### src/rtl/serial_shift_transmitter_pkg.sv
// Shared definitions for the serial shift transmitter: FSM encoding and
// counter-width helpers sized so counters never wrap at power-of-two limits.
package serial_shift_transmitter_pkg;

  typedef enum logic [1:0] {
    ST_IDLE  = 2'd0,
    ST_SHIFT = 2'd1,
    ST_DONE  = 2'd2
  } state_t;

  function automatic int bit_cnt_w(input int width);
    return $clog2(width) + 1;
  endfunction

  function automatic int cyc_cnt_w(input int cycles);
    return $clog2(cycles) + 1;
  endfunction

endpackage

### src/rtl/serial_shift_transmitter_timer.sv
// Bit-period timer: counts clock cycles within one serial bit and flags the
// final cycle, which doubles as the receiver's shift strobe.
module bit_period_timer
  import serial_shift_transmitter_pkg::*;
#(
  parameter int BIT_CYCLES = 1
) (
  input  logic clk,
  input  logic rst,
  input  logic clear,
  input  logic enable,
  output logic last_cycle
);

  localparam int CW = cyc_cnt_w(BIT_CYCLES);
  localparam logic [CW-1:0] LAST = CW'(BIT_CYCLES - 1);

  logic [CW-1:0] cyc_cnt;

  assign last_cycle = enable && (cyc_cnt == LAST);

  always_ff @(posedge clk) begin
    if (rst || clear) begin
      cyc_cnt <= '0;
    end else if (enable) begin
      cyc_cnt <= last_cycle ? '0 : cyc_cnt + CW'(1);
    end
  end

endmodule

### src/rtl/serial_shift_transmitter.sv
// Parallel-in, serial-out transmitter feeding an external shift register:
// one serial bit per BIT_CYCLES clocks, a strobe per bit, a done pulse at the end.
module serial_shift_transmitter
  import serial_shift_transmitter_pkg::*;
#(
  parameter int WIDTH      = 4,
  parameter int BIT_CYCLES = 1,
  parameter bit LSB_FIRST  = 1'b0
) (
  input  logic             input_clock1_1,
  input  logic             input_reset1_2,
  input  logic             input_start1_3,
  input  logic [WIDTH-1:0] input_data1_4,
  output logic             output_serial1_0_5,
  output logic             output_shift_en1_0_6,
  output logic             output_busy1_0_7,
  output logic             output_done1_0_8
);

  localparam int BW = bit_cnt_w(WIDTH);
  localparam logic [BW-1:0] LAST_BIT = BW'(WIDTH - 1);

  state_t           state, state_nx;
  logic [WIDTH-1:0] shreg;
  logic [BW-1:0]    bit_cnt;
  logic             shift_en;
  logic             in_shift;

  assign in_shift = (state == ST_SHIFT);

  // Timer runs only while shifting and restarts from zero on every transfer.
  bit_period_timer #(
    .BIT_CYCLES(BIT_CYCLES)
  ) u_timer (
    .clk        (input_clock1_1),
    .rst        (input_reset1_2),
    .clear      (!in_shift),
    .enable     (in_shift),
    .last_cycle (shift_en)
  );

  always_ff @(posedge input_clock1_1) begin
    if (input_reset1_2) begin
      state   <= ST_IDLE;
      shreg   <= '0;
      bit_cnt <= '0;
    end else begin
      state <= state_nx;
      case (state)
        ST_IDLE: begin
          if (input_start1_3) begin
            shreg   <= input_data1_4;
            bit_cnt <= '0;
          end
        end
        ST_SHIFT: begin
          if (shift_en) begin
            shreg   <= LSB_FIRST ? (shreg >> 1) : (shreg << 1);
            bit_cnt <= bit_cnt + BW'(1);
          end
        end
        default: ;
      endcase
    end
  end

  // Outputs depend only on registered state, shreg and counters.
  always_comb begin
    state_nx             = state;
    output_serial1_0_5   = 1'b0;
    output_shift_en1_0_6 = 1'b0;
    output_busy1_0_7     = 1'b0;
    output_done1_0_8     = 1'b0;
    case (state)
      ST_IDLE: begin
        if (input_start1_3) state_nx = ST_SHIFT;
      end
      ST_SHIFT: begin
        output_busy1_0_7     = 1'b1;
        output_serial1_0_5   = LSB_FIRST ? shreg[0] : shreg[WIDTH-1];
        output_shift_en1_0_6 = shift_en;
        if (shift_en && (bit_cnt == LAST_BIT)) state_nx = ST_DONE;
      end
      ST_DONE: begin
        output_done1_0_8 = 1'b1;
        state_nx         = ST_IDLE;
      end
      default: state_nx = ST_IDLE;
    endcase
  end

endmodule

### config.mk
export PLATFORM = sky130hd
export DESIGN_NAME = serial_shift_transmitter
export DESIGN_NICKNAME = d
export VERILOG_FILES = /design/src/rtl/serial_shift_transmitter_pkg.sv /design/src/rtl/serial_shift_transmitter_timer.sv /design/src/rtl/serial_shift_transmitter.sv
export SDC_FILE = /design/constraint.sdc
export NUM_CORES = 1
export LEC_CHECK = 0
export ABC_CLOCK_PERIOD_IN_PS = 1700
export CORE_AREA = 2 2 39 41
export CTS_CLUSTER_DIAMETER = 80
export DETAILED_ROUTE_END_ITERATION = 16
export DIE_AREA = 0 0 41 43
export PLACE_DENSITY = 0.64
export SLEW_MARGIN = 30
export SYNTH_ARGS = -nofsm -noshare
export SYNTH_HDL_FRONTEND = slang
export SYNTH_HIERARCHICAL = 1
export SYNTH_SLANG_ARGS = --single-unit
### constraint.sdc
create_clock -name input_clock1_1 -period 1.7 [get_ports input_clock1_1]
set_input_delay 0.34 -clock input_clock1_1 [delete_from_list [all_inputs] [get_ports input_clock1_1]]
set_output_delay 0.34 -clock input_clock1_1 [all_outputs]
set_load 0.05 [all_outputs]
# [Word level (Yosys, flattened, before mapping)]
# Cells that the tools add are included.
[totals] latch_bits=0 elab_cells=35 in_bits=7 ram_bits=0 ff_bits=10 output_inout_bits=4 mem_bits_ro=0 n_memories=0
[op_classes] n_mux=14 bitwise=1 div=0 shifts=0 n_mul=0 magnitude_cmp=0 n_eq_ne=6 reduce_logical=8 n_addsub=2
[ops] op="4-bit two-way mux" count=2
[ops] op="4-bit one-hot mux with 2 select lines" count=1
[ops] op="3-bit two-way mux" count=2
[ops] op="3-bit one-hot mux with 2 select lines" count=1
[ops] op="1-bit two-way mux" count=5
[ops] op="2-bit two-way mux" count=2
[ops] op="2-bit != test (second input constant)" count=2
[ops] op="2-bit one-hot mux with 2 select lines" count=1
[ops] op="3-bit by 1-bit adder with 3-bit output (second input constant)" count=1
[ops] op="3-bit by 2-bit equality test with 1-bit output (second input constant)" count=1
[ops] op="3-bit AND reduction" count=1
[ops] op="2-bit by 1-bit equality test with 1-bit output (second input constant)" count=1
[ops] op="2-bit equality test (second input constant)" count=1
[ops] op="1-bit logical AND" count=2
[ops] op="2-bit zero test" count=1
[ops] op="2-bit by 1-bit != test with 1-bit output (second input constant)" count=1
[ops] op="2-bit AND reduction" count=1
[ops] op="2-bit nonzero test" count=1
[ops] op="1-bit adder (second input constant)" count=1
[ops] op="1-bit zero test" count=1
[ops] op="1-bit logical OR" count=1
[ops] op="1-bit NOT" count=1

# [Logic depth before layout (Yosys ltp)]
[depth] ltp_word=5 depth_mapped=5 depth_no_buf=5

# [Cells and area by module]
# Netlist, hierarchy kept.
[by_module_without_submodules] mod="serial_shift_transmitter" area_per_inst_um2=481.7 seq_area_each_um2=180.2 instances=1 cells_per_inst=56
[by_module_without_submodules] mod="bit_period_timer" area_per_inst_um2=41.3 seq_area_each_um2=20.0 instances=1 cells_per_inst=3

# [Worst setup path after synthesis]
# No wires, ideal clock.
[synth_timing] path_kind="input-to-output" from="in state[1]" to="out output_shift_en1_0_6" required_ps=1360 arrival_ps=1753 path_stages=5 path_slack_ps=-393 path_buffers=0 cell_sequence="dfxtp_1 and2b_1 nor2b_1 nand2_1 inv_1"
[synth_via] elab_chain_cells=3
[synth_lines] element="start, declared" line="serial_shift_transmitter.sv:23" text="state_t state, state_nx;"
[synth_lines] element="2-bit by 1-bit equality test with 1-bit output" line="serial_shift_transmitter.sv:29" text="assign in_shift = (state == ST_SHIFT);"
[synth_lines] element="1-bit logical AND" line="serial_shift_transmitter_timer.sv:20" text="assign last_cycle = enable && (cyc_cnt == LAST);"
[synth_lines] element="net shift_en" line="serial_shift_transmitter.sv:26" text="logic shift_en;"
[synth_lines] element="1-bit two-way mux" line="serial_shift_transmitter.sv:74" text="case (state)"
[synth_lines] element="end, declared" line="serial_shift_transmitter.sv:15" text="output logic output_shift_en1_0_6,"
# The timed path passes the listed nets, and every way through them passes these cells.

# [Worst setup path after layout]
[layout_timing] from="in state[1]" to="out output_shift_en1_0_6"
[layout_via] elab_chain_cells=3
[layout_lines] element="2-bit by 1-bit equality test with 1-bit output (*)" line="serial_shift_transmitter.sv:29, serial_shift_transmitter.sv:74"
[layout_lines] element="1-bit logical AND" line="serial_shift_transmitter_timer.sv:20"
[layout_lines] element="1-bit two-way mux (*)" line="serial_shift_transmitter.sv:74"
# Mark *: on every way between the ends. The rest lies on a longest branch, timed or not.

==> results.txt <==
- The synthesized design contains 10 register bits.
- Setup repair after global routing left no endpoint under its margin.
* Start-to-end type of the worst setup path: reg2out
* Leakage component of the power: 0.2789 nW
* Fraction of post-synthesis cell area in the top cell type by area: 38.28%
* Peak VDD IR: 0.5006 mV
- Capturing element type of the critical path: output port
* Clock-pin slew reported for the worst setup and hold paths after clock tree synthesis: 60 ps
- Syn Nets: 68
- Clock latency on the worst-skew pair, taken at its later pin, is 260 ps.
- Number of distinct standard cells referenced by the synthesized netlist: 26
- Routed length per placed instance: 12.22 um
* Wire length of the first global-routing pass: 1759 um
- The first detailed-routing pass took 4 iterations.
- The final layout contains 85 nets.
* Fmax: 618.3 MHz
* Maximum number of pins on one net before global-route repair: 14
* Yosys synthesis warning count: 6
- The final layout contains routed wiring with a total length of 1100 um.
- The run finished with clean final reports.
- Hold crit path type: reg2reg
- After detailed placement, the total cell area comes to 694.4 um2.
* Count of clock tree sinks: 10
* Number of design rule violations left after detail routing: 0
- In this run the number of H-tree levels came out at 1.
- Final GP Congestion: 0.7261
* Post-Layout Cell Count: 90
* Initial antenna violation count: 0
- ANT cells: 0
- STA classifies the critical path startpoint as a flop.
- Synthesis produced 59 cells.
- The count of nets left with antenna violations once routing finished came out at 0.
- Measured along the y axis, the die boundary spans 43 um.
- Netlist area before placement: 523.0 um2
* Final setup TNS: 0 ps
- Maximum root-to-sink buffer count: 2
* Number of global-route vias before repair: 407
- CTS tree: done
- Setup violations, final: 0
- Final worst clock skew: 1.772 ps
- Across the run, the number of max-cap violations was 0.
* Overflow left after global routing: 0
- Row count: 14
- Required time reported for the critical path endpoint: 1360 ps
- Share of cells above drive strength 1: 29.73%
- Area Overhead vs Synth: 41.39%
* Final slew viol count: 0
- Biggest area contributors in the synthesized netlist: sky130_fd_sc_hd__dfxtp_1 (38%), sky130_fd_sc_hd__o221a_2 (6.5%), sky130_fd_sc_hd__nand2_1 (5.0%)
* I/O Buffers: 10
* Root cell of the clock tree: sky130_fd_sc_hd__clkbuf_4
* Transition time of the tightest slew-check pin: 411.3 ps
- Total routing usage reported by global routing: 15.21%
- Number of clock buffers inserted by TritonCTS: 3
- The count of final hold-check violations is 0.
- For the finished layout, the period the worst path requires is 1617 ps.
* Die Span X: 41 um
- Final worst-path cycle share: 95.14%
* Detailed Route Iter0 Violations: 10
* Power density of the placed cells: 707.1 mW/mm2
- Of all nets on the critical path, the largest fanout is 4.
- Summed over all instances, the cell type with the most area after synthesis is sky130_fd_sc_hd__dfxtp_1.
- Die Area: 0.001763 mm2
* Remaining max-slew budget at the tightest pin: 72.49%
- Final HPWL DP: 758.9 um
- After synthesis, flip-flops and latches occupy 38.28% of the total area.
- Number of vias after detailed routing: 478
* Most frequent standard cell in the layout excluding fill and tap cells: sky130_fd_sc_hd__dfxtp_1
- Cells after DPL: 85
* Post-synthesis average cell area: 8.864 um2
* Average vias per placed instance: 5.311
* Summed area of non-filler cells in the final layout: 739.5 um2
* Most frequent cells in the layout: sky130_fd_sc_hd__dfxtp_1 (10), sky130_fd_sc_hd__nand2_1 (6), sky130_fd_sc_hd__clkdlybuf4s50_1 (6)
* Floorplan core area: 0.001384 mm2
- During I/O placement, the number of pins put on the boundary was 11.
- At the worst endpoint, the arrival time is 1280 ps.
- Starting utilization of the core area: 37.79%
==> per-stage QoR <==
step | power [W] | hold slack (ps) | util [%] | worst slack (ps)
after floorplan | 0.0003164 | 413.5 | - | 15.14
after global placement | 0.0003620 | 476.6 | 50.18 | 151.2
after detailed placement | 0.0003626 | 482.1 | 50.18 | 160.5
after CTS | 0.0005339 | 493.6 | 53.44 | 67.27
after global routing | 0.0005576 | 511.8 | 53.44 | 26.16
final | 0.0005228 | 488.9 | 53.44 | 82.60
==> sequential cells by signal, summed over array words and instances, names as in the netlist <==
signal	cells
shreg	4
bit_cnt	3
state	2
u_timer/cyc_cnt	1
==> area by class of cell <==
type / instances / area [um2]
flip-flops and latches: 10 / 200.2
fillers: 136 / 644.4
multi-input cells: 43 / 304.0
clock buffers: 3 / 22.52
well taps: 16 / 20.02
inverters: 3 / 15.01
repair buffers: 15 / 177.7
==> kinds of logic after synthesis <==
group | synth area share, %
AOI/OAI and AO/OA | 17.70
adders and majority gates | 4.784
buffers and inverters | 5.979
and+or+nand+nor | 33.26
DFF | 38.28
==> routing by layer <==
metal	vias up	wire [um]	track usage, %	part of all wire (%)
li1	245	-	-	-
met1	221	545	18.83	50
met2	9	493	21.56	45
met3	3	52	9.424	4.7
met4	0	8	4.000	0.73
met5	-	0	0	0
==> where the power goes <==
| part | leakage [nW] | total, W | internal (W) | switching [W] |
|---|---|---|---|---|
| combinational | 0.183 | 0.000113 | 0.0000596 | 0.0000531 |
| sequential | 0.0818 | 0.000252 | 0.000245 | 0.00000625 |
| clock | 0.0138 | 0.000158 | 0.0000816 | 0.0000768 |
==> synthesized netlist by cell type <==
cell type,number
sky130_fd_sc_hd__nor3b_1,1
sky130_fd_sc_hd__a311oi_1,1
sky130_fd_sc_hd__nor2_1,5
sky130_fd_sc_hd__nand4b_1,1
sky130_fd_sc_hd__ha_1,2
sky130_fd_sc_hd__and2b_1,1
sky130_fd_sc_hd__o21ai_0,2
sky130_fd_sc_hd__nor2b_1,2
sky130_fd_sc_hd__dfxtp_1,10
sky130_fd_sc_hd__and2b_2,2
sky130_fd_sc_hd__and2_1,1
sky130_fd_sc_hd__o221a_2,3
sky130_fd_sc_hd__buf_6,1
sky130_fd_sc_hd__o21bai_1,1
sky130_fd_sc_hd__nor4b_2,1
sky130_fd_sc_hd__buf_1,1
sky130_fd_sc_hd__buf_2,1
sky130_fd_sc_hd__or3_1,1
sky130_fd_sc_hd__a21oi_1,4
sky130_fd_sc_hd__nor4b_1,3
sky130_fd_sc_hd__inv_1,3
sky130_fd_sc_hd__nand2_1,7
sky130_fd_sc_hd__nand3_1,1
sky130_fd_sc_hd__nand2b_1,1
sky130_fd_sc_hd__nor4bb_1,1
sky130_fd_sc_hd__a31oi_1,2
==> final timing paths <==
kind / endpoint / startpoint / depth (start not counted) / slack [ps]
min reg2reg: bit_cnt[0] / bit_cnt[0] / 2 / 490
min: bit_cnt[0] / bit_cnt[0] / 2 / 490
max: output_shift_en1_0_6 / state[1] / 5 / 80
max reg2reg: bit_cnt[2] / state[1] / 6 / 250
==> worst max-delay path, stage by stage (launching register included) <==
cell and delay, ps:
sky130_fd_sc_hd__dfxtp_1 320, sky130_fd_sc_hd__and2b_4 190, sky130_fd_sc_hd__buf_4 130, sky130_fd_sc_hd__nand2_2 110, sky130_fd_sc_hd__clkinvlp_4 110, sky130_fd_sc_hd__buf_12 150
==> timing repair <==
action	4_1_cts	5_1_grt
hold buffers	0	0
setup buffers	2	0
endpoints found under the setup margin	1	0
resized for setup	2	0
Note: power is estimated with default switching activity, not from simulation.
